<file path="config.mk">
export PLATFORM = sky130hd
export DESIGN_NAME = lsu_ctrl
export DESIGN_NICKNAME = d
export VERILOG_FILES = /design/src/rtl/lsu_ctrl.sv
export SDC_FILE = /design/constraint.sdc
export NUM_CORES = 1
export LEC_CHECK = 0
export ABC_AREA = 1
export BUFFER_PORTS_ARGS = -buffer_cell sky130_fd_sc_hd__buf_2
export CORE_MARGIN = 3
export CORE_UTILIZATION = 44
export CTS_CLUSTER_SIZE = 12
export DETAILED_ROUTE_END_ITERATION = 8
export GPL_TIMING_DRIVEN = 0
export MAX_ROUTING_LAYER = met4
export PLACE_DENSITY = 0.76
export SETUP_SLACK_MARGIN = 0.15
export SYNTH_ARGS = -nofsm -noshare
export SYNTH_HDL_FRONTEND = slang
export SYNTH_SLANG_ARGS = --single-unit
</file>
<file path="constraint.sdc">
create_clock -name i_clk -period 1.35 [get_ports i_clk]
set_input_delay 0.27 -clock i_clk [delete_from_list [all_inputs] [get_ports i_clk]]
set_output_delay 0.27 -clock i_clk [all_outputs]
set_load 0.005 [all_outputs]
</file>
<file path="src/rtl/lsu_ctrl.sv">
// Load/store sequencer: one memory operation at a time, with alignment checks, byte-lane steering,
// load extension and bus timeout.
module lsu_ctrl #(
  parameter int unsigned XLEN    = 32,
  parameter int unsigned TIMEOUT = 16
) (
  input  logic            i_clk,
  input  logic            i_rstn,
  input  logic            i_start,
  input  logic            i_we,
  input  logic [2:0]      i_funct3,
  input  logic [XLEN-1:0] i_addr,
  input  logic [XLEN-1:0] i_wdata,
  output logic            o_stall,
  output logic            o_done,
  output logic [XLEN-1:0] o_rdata,
  output logic            o_misaligned,
  output logic            o_busErr,
  output logic            o_memReq,
  output logic            o_memWe,
  output logic [XLEN-1:0] o_memAddr,
  output logic [3:0]      o_memByteEn,
  output logic [XLEN-1:0] o_memWdata,
  input  logic            i_memAck,
  input  logic [XLEN-1:0] i_memRdata
);

  localparam logic [7:0] TmoLast = 8'(TIMEOUT - 1);

  typedef enum logic [1:0] {StIdle, StBus, StDone} state_e;

  state_e          state_q, state_d;
  logic [7:0]      cnt_q, cnt_d;
  logic            we_q, we_d;
  logic [2:0]      f3_q, f3_d;
  logic [1:0]      off_q, off_d;
  logic [XLEN-1:0] addr_q, addr_d;
  logic [XLEN-1:0] wdata_q, wdata_d;
  logic [3:0]      be_q, be_d;
  logic [XLEN-1:0] rdata_q, rdata_d;
  logic            mis_q, mis_d;
  logic            err_q, err_d;

  logic            start_mis;
  logic [3:0]      st_be;
  logic [XLEN-1:0] st_wd;
  logic [7:0]      ld_b;
  logic [15:0]     ld_h;
  logic [XLEN-1:0] ld_val;

  // Alignment check and store lane steering use the live request inputs.
  always_comb begin
    start_mis = 1'b0;
    st_be     = 4'b1111;
    st_wd     = i_wdata;
    unique case (i_funct3)
      3'b000, 3'b100: begin
        st_be = 4'b0001 << i_addr[1:0];
        st_wd = {4{i_wdata[7:0]}};
      end
      3'b001, 3'b101: begin
        start_mis = i_addr[0];
        st_be     = i_addr[1] ? 4'b1100 : 4'b0011;
        st_wd     = {2{i_wdata[15:0]}};
      end
      default: start_mis = (i_addr[1:0] != 2'b00);
    endcase
  end

  // Load extraction works from the latched operation and the live bus data.
  always_comb begin
    ld_b   = i_memRdata[{off_q, 3'b000} +: 8];
    ld_h   = off_q[1] ? i_memRdata[31:16] : i_memRdata[15:0];
    ld_val = i_memRdata;
    unique case (f3_q)
      3'b000:  ld_val = {{24{ld_b[7]}}, ld_b};
      3'b100:  ld_val = {24'b0, ld_b};
      3'b001:  ld_val = {{16{ld_h[15]}}, ld_h};
      3'b101:  ld_val = {16'b0, ld_h};
      default: ld_val = i_memRdata;
    endcase
  end

  always_comb begin
    state_d = state_q;
    cnt_d   = cnt_q;
    we_d    = we_q;
    f3_d    = f3_q;
    off_d   = off_q;
    addr_d  = addr_q;
    wdata_d = wdata_q;
    be_d    = be_q;
    rdata_d = rdata_q;
    mis_d   = mis_q;
    err_d   = err_q;
    unique case (state_q)
      StIdle: begin
        if (i_start) begin
          rdata_d = '0;
          err_d   = 1'b0;
          mis_d   = start_mis;
          if (start_mis) begin
            state_d = StDone;
          end else begin
            state_d = StBus;
            cnt_d   = '0;
            we_d    = i_we;
            f3_d    = i_funct3;
            off_d   = i_addr[1:0];
            addr_d  = {i_addr[XLEN-1:2], 2'b00};
            wdata_d = st_wd;
            be_d    = i_we ? st_be : 4'b1111;
          end
        end
      end
      StBus: begin
        // Ack wins over an expiring counter.
        if (i_memAck) begin
          rdata_d = we_q ? '0 : ld_val;
          state_d = StDone;
        end else if (cnt_q == TmoLast) begin
          err_d   = 1'b1;
          state_d = StDone;
        end else begin
          cnt_d = cnt_q + 8'd1;
        end
      end
      StDone:  state_d = StIdle;
      default: state_d = StIdle;
    endcase
  end

  always_ff @(posedge i_clk) begin
    if (!i_rstn) begin
      state_q <= StIdle;
      cnt_q   <= '0;
      we_q    <= 1'b0;
      f3_q    <= '0;
      off_q   <= '0;
      addr_q  <= '0;
      wdata_q <= '0;
      be_q    <= '0;
      rdata_q <= '0;
      mis_q   <= 1'b0;
      err_q   <= 1'b0;
    end else begin
      state_q <= state_d;
      cnt_q   <= cnt_d;
      we_q    <= we_d;
      f3_q    <= f3_d;
      off_q   <= off_d;
      addr_q  <= addr_d;
      wdata_q <= wdata_d;
      be_q    <= be_d;
      rdata_q <= rdata_d;
      mis_q   <= mis_d;
      err_q   <= err_d;
    end
  end

  assign o_stall      = ((state_q == StIdle) && i_start) || (state_q == StBus);
  assign o_done       = (state_q == StDone);
  assign o_rdata      = o_done ? rdata_q : '0;
  assign o_misaligned = o_done && mis_q;
  assign o_busErr     = o_done && err_q;
  assign o_memReq     = (state_q == StBus);
  assign o_memWe      = o_memReq && we_q;
  assign o_memAddr    = addr_q;
  assign o_memByteEn  = be_q;
  assign o_memWdata   = wdata_q;

endmodule

</file>
# ---- Word level (Yosys, flattened, before mapping)
# Cells that the tools add are included.
dict set report word_totals {
  ff_bits 116
  latch_bits 0
  ram_bits 0
  mem_bits_ro 0
  input_bits 104
  output_inout_bits 106
  elab_cells 75
  n_memories 0
}
dict set report classes {
  addsub 1
  n_mul 0
  div 0
  order_cmp 0
  eq_ne 16
  shift 2
  mux 26
  bitwise 1
  reduce_logical 18
}
# operator count
set ops {}
lappend ops {{2-to-1 mux 32 bit} 4}
lappend ops {{case mux 32 bit (2 select lines)} 2}
lappend ops {{case mux 32 bit (4 select lines)} 1}
lappend ops {{2-to-1 mux 8 bit} 4}
lappend ops {{indexed part select 32 x 6 -> 8 bit} 1}
lappend ops {{2-to-1 mux 16 bit} 1}
lappend ops {{case mux 8 bit (2 select lines)} 1}
lappend ops {{equality test 3 bit, second input constant} 4}
lappend ops {{adder 8 x 1 -> 8 bit, second input constant} 1}
lappend ops {{equality test 8 x 4 -> 1 bit, second input constant} 1}
lappend ops {{2-to-1 mux 2 bit} 4}
lappend ops {{2-to-1 mux 4 bit} 2}
lappend ops {{inequality test 2 bit, second input constant} 4}
lappend ops {{case mux 4 bit (2 select lines)} 1}
lappend ops {{equality test 3 x 1 -> 1 bit, second input constant} 2}
lappend ops {{logical NOT 3 bit} 2}
lappend ops {{AND reduction 3 bit} 2}
lappend ops {{AND reduction 5 bit} 1}
lappend ops {{logical AND 1 bit} 4}
lappend ops {{inequality test 2 x 1 -> 1 bit, second input constant} 2}
lappend ops {{case mux 1 bit (2 select lines)} 2}
lappend ops {{case mux 2 bit (2 select lines)} 1}
lappend ops {{AND reduction 2 bit} 2}
lappend ops {{AND reduction 4 bit} 1}
lappend ops {{10 further kinds} 14}

# ---- Logic depth before layout (Yosys ltp)
dict set report depth {
  word_depth 6
  mapped_depth 10
  ltp_nobuf 10
}

# ---- Worst setup path before layout
# OpenSTA, ideal clock, no wires.
dict set report synth_timing {
  path_kind {flip-flop to flip-flop}
  startpoint {register state_q[0]}
  endpoint {register rdata_q[0]}
  setup_ps 132
  arrival_ps 1245
  required_ps 1218
  path_slack_ps -28
  stages_incl_launch_ff 10
  path_buffers 2
  synth_period_minus_slack_ps 1378
  cell_sequence {dfxtp_1 inv_2 nor2_4 inv_4 o21ai_4 inv_2 buf_6 buf_6 nand2_1 a21oi_1}
}
dict set report synth_between {
  elab_chain_len 3
  word_cells_on_any_way 7
  cone_classes {eq/ne: 3; mux: 1; reduce/logical: 3}
}
# item line
set synth_lines {}
lappend synth_lines {{start, declared} 32} ;# state_e state_q, state_d;
lappend synth_lines {{start signal, assigned} 135} ;# state_q <= StIdle;
lappend synth_lines {{start signal, assigned} 147} ;# state_q <= state_d;
lappend synth_lines {{equality test 2 x 1 -> 1 bit *} n/a}
lappend synth_lines {{net o_memReq} 19} ;# output logic o_memReq,
lappend synth_lines {{inequality test 2 x 1 -> 1 bit (no source line) / nonzero test 2 bit (equally long branches)} n/a}
lappend synth_lines {{AND reduction 3 bit (no source line)} n/a}
lappend synth_lines {{end signal, assigned} 155} ;# rdata_q <= rdata_d;
lappend synth_lines {{end, declared} 40} ;# logic [XLEN-1:0] rdata_q, rdata_d;
# The timed path passes the listed nets; every way through them passes the cells marked *.
# A chain may end at the register's enable or synchronous reset.

# ---- Worst setup path after layout
dict set report layout_timing {
  startpoint {register state_q[1]}
  endpoint {register wdata_q[11], in the netlist o_memWdata[11]}
}
dict set report layout_between {
  elab_chain_len 2
}
# item line
set layout_lines {}
lappend layout_lines {{logical NOT 2 bit} 96} ;# unique case (state_q)
lappend layout_lines {{AND reduction 3 bit (no source line)} n/a}
lappend layout_lines {{end signal, assigned} 153} ;# wdata_q <= wdata_d;
lappend layout_lines {{end, declared} 38} ;# logic [XLEN-1:0] wdata_q, wdata_d;
# No other way between the ends.

==> impl_metrics.env <==
export IMPL_outcome="complete, but fails checks"
export IMPL_violations="design-rule violations, negative setup slack"
export IMPL_dp_hpwl_um=13500
export IMPL_crit_type="flop to flop"
export IMPL_syn_area_mm2=0.00542
export IMPL_tightest_slew_ns=0.957
export IMPL_placedCellCount=1173
export IMPL_drive_above_1_share=0.544
export IMPL_grt_max_degree=17
export IMPL_fp_coreArea_mm2=0.0117
export IMPL_setup_slack_ns=-0.472
export IMPL_clk_path_buf_depth=2
export IMPL_fin_crit_sh=1.35
export IMPL_syn_inst=822
export IMPL_cts_tree="done"
export IMPL_nets=1232
export IMPL_drt_initial_drc_count=704
export IMPL_yosys_warnings=0
export IMPL_finalWirelength_um=25000
export IMPL_fin_skew_ns=0.00490
export IMPL_setup_viol=154
export IMPL_critical_path_endpoint_type="flop"
export IMPL_grt_setup_unrepaired="true"
export IMPL_arrival_ns=2.16
export IMPL_gp_congestion=0.961
export IMPL_numCtsBuffers=17
export IMPL_yosysUniqueCellTypes=31
export IMPL_stdcell_area_mm2=0.00983
export IMPL_detail_route_wl_per_cell_um=19.5
export IMPL_nFillCells=653
export IMPL_power_total_mw=11.7
export IMPL_hold_depth=3
export IMPL_synth_edf_count=0
export IMPL_ys_ff_latch=116
export IMPL_grt_total_usage=0.320
export IMPL_finish_utilization=0.840
export IMPL_rows=39
export IMPL_start_util=0.462
export IMPL_yosysSeqAreaShare=0.429
export IMPL_dieArea_mm2=0.0137
export IMPL_drt_pass1_iter_count=8
export IMPL_p_leak_nw=4.44
export IMPL_peakVddDrop_v=0.00122
export IMPL_multiInputGateArea_mm2=0.00382
export IMPL_ant_nets=0
export IMPL_insertion_delay_ns=0.42
export IMPL_required_ns=1.69
export IMPL_clock_sinks=116
export IMPL_crit_path_start_kind="flop"
export IMPL_cts_reportedPaths_clkPinSlew_ns=0.06
export IMPL_cts_root_buf="clkbuf_16"
export IMPL_max_freq_mhz=549
export IMPL_vias=7321
export IMPL_viasPerCell=5.71
export IMPL_slew_headroom=0.362
export IMPL_synthFlopType="dfxtp_1"
export IMPL_period_needed_ns=1.82
export IMPL_powerDensity_mw_per_mm2=1190
export IMPL_r2r_cells=11
export IMPL_post_route_drc_count=6
export IMPL_final_hold_viol_count=0
export IMPL_antenna_found_initial=0
export IMPL_cap_violations=0
export IMPL_critical_path_max_fanout=8
export IMPL_grt_pass1_wl_um=33000
export IMPL_synth_area_per_cell_um2=6.59
export IMPL_cts_max_level=4
export IMPL_die_w_um=117
export IMPL_finalNonFillerCells=1283
export IMPL_register_area_mm2=0.00234
export IMPL_report_final_slew_viol_count=0
export IMPL_placed_cell_area_mm2=0.00679
export IMPL_io_buffer_count=207
export IMPL_n_antenna_cell=0
export IMPL_syn_to_final_growth_pct=81.6
export IMPL_synth_async_reset_ratio=0
export IMPL_io_pins=210
export IMPL_hp_class="input port to flop"
export IMPL_die_y_um=117
export IMPL_grt_ovfl_total=0
export IMPL_grt_pass1_vias=6621
-- through the flow --
| stage | setup TNS, ns | hold WS, ns | setup WS, ns |
|---|---|---|---|
| global placement | -26.83 | 0.447 | -0.319 |
| global route | -62.28 | 0.0900 | -0.491 |
| CTS | -40.64 | 0.0584 | -0.348 |
| finish | -56.28 | 0.0869 | -0.472 |
| detailed placement | -30.16 | 0.451 | -0.345 |
| floorplan | -0.258 | 0.405 | -0.0258 |
-- power breakdown --
part | leakage, nW | internal (mW) | switching (mW) | total, mW
Sequential | 0.954 | 3.69 | 0.218 | 3.91
Clock | 0.293 | 2.90 | 1.61 | 4.51
Combinational | 3.19 | 1.50 | 1.74 | 3.24
-- layout make-up --
cell class | instances | share of cell area
buffer | 46 | 0.0455
clock buffer | 23 | 0.0496
clock inverter | 9 | 0.0103
inverter | 76 | 0.0330
multi-input combinational | 586 | 0.389
sequential | 116 | 0.238
tap | 143 | 0.0182
timing repair buffer | 283 | 0.215
timing repair inverter | 1 | 0.00165
-- cells in the final DEF (no fill, tap or decap), drive strengths merged --
| master | Yosys | routed |
|---|---|---|
| a31oi | 12 | 12 |
| or2 | 1 | 1 |
| conb | 1 | 2 |
| nand2 | 152 | 153 |
| nor3 | 1 | 1 |
| nor2 | 197 | 197 |
| nand3b | 1 | 1 |
| bufinv | 0 | 2 |
| o21ai | 100 | 100 |
| o211ai | 2 | 2 |
| o22ai | 3 | 3 |
| buf | 25 | 305 |
| a211oi | 2 | 2 |
| nand3 | 26 | 26 |
| dfxtp | 116 | 116 |
| bufbuf | 0 | 1 |
| nand4 | 3 | 3 |
| inv | 75 | 75 |
| clkinvlp | 0 | 1 |
| a21oi | 81 | 81 |
| clkinv | 1 | 8 |
| xor2 | 1 | 1 |
| ha | 1 | 1 |
| clkbuf | 21 | 46 |
-- critical path, cell delays in order, from the launching register on --
cell and delay, ns:
dfxtp_2 0.33, buf_6 0.11, buf_6 0.11, nor2_4 0.12
nand2_4 0.08, a21oi_4 0.19, buf_6 0.14, buf_6 0.09
buf_12 0.15, clkbuf_16 0.16, o21ai_2 0.05, a21oi_1 0.18
-- cells by family after synthesis --
group / Yosys count / synth area share
compound gates: 200 / 0.193
xor+xnor: 1 / 0.00162
fa+ha+maj: 1 / 0.00231
buf+inv: 122 / 0.0966
flops: 116 / 0.429
other cells: 1 / 0.000692
simple gates: 381 / 0.277
-- layer usage --
metal  vias to the layer above  global-route usage  part of all wire
li1                       3251                   -                 -
met1                      3363               0.354              0.34
met2                       557               0.549              0.50
met3                       150              0.0751             0.094
met4                         0               0.145             0.064
met5                         -                   -                 0
-- synth_stat cells (2+ instances only) --
cell,number,area (um2)
a31oi_1,12,75.1
dfxtp_1,116,2320
buf_4,5,37.5
a21oi_1,80,400
a211oi_1,2,15.0
buf_6,3,33.8
nand3_1,25,125
nor2_1,195,732
o22ai_1,3,18.8
inv_1,68,255
clkbuf_1,21,78.8
nand2_1,149,559
buf_2,17,85.1
nand4_1,3,18.8
nand2_2,3,18.8
inv_2,6,22.5
o21ai_0,99,495
o211ai_1,2,15.0
-- registers in the layout (all words and copies together) (netlist names) --
register and count:
o_memWdata 32, mis_q 1, we_q 1, off_q 2
f3_q 3, o_memByteEn 4, err_q 1, cnt_q 8
o_memAddr 30, rdata_q 32, state_q 2
-- timing repair --
action | 4_1_cts | 5_1_grt
pin swaps | 49 | 55
setup buffers | 41 | 16
setup endpoints to repair | 153 | 160
hold buffers | 0 | 0
gates cloned | 16 | 5
gates resized for setup | 240 | 239
-- worst paths after layout --
check	start	end	slack [ns]
setup reg to reg	state_q[1]	o_memWdata[11]	-0.47
setup / recovery	state_q[1]	o_memWdata[11]	-0.47
hold reg to reg	rdata_q[24]	rdata_q[24]	0.46
hold / removal	i_addr[9]	o_memAddr[9]	0.09
No activity file was read; power rests on OpenSTA's default activity.
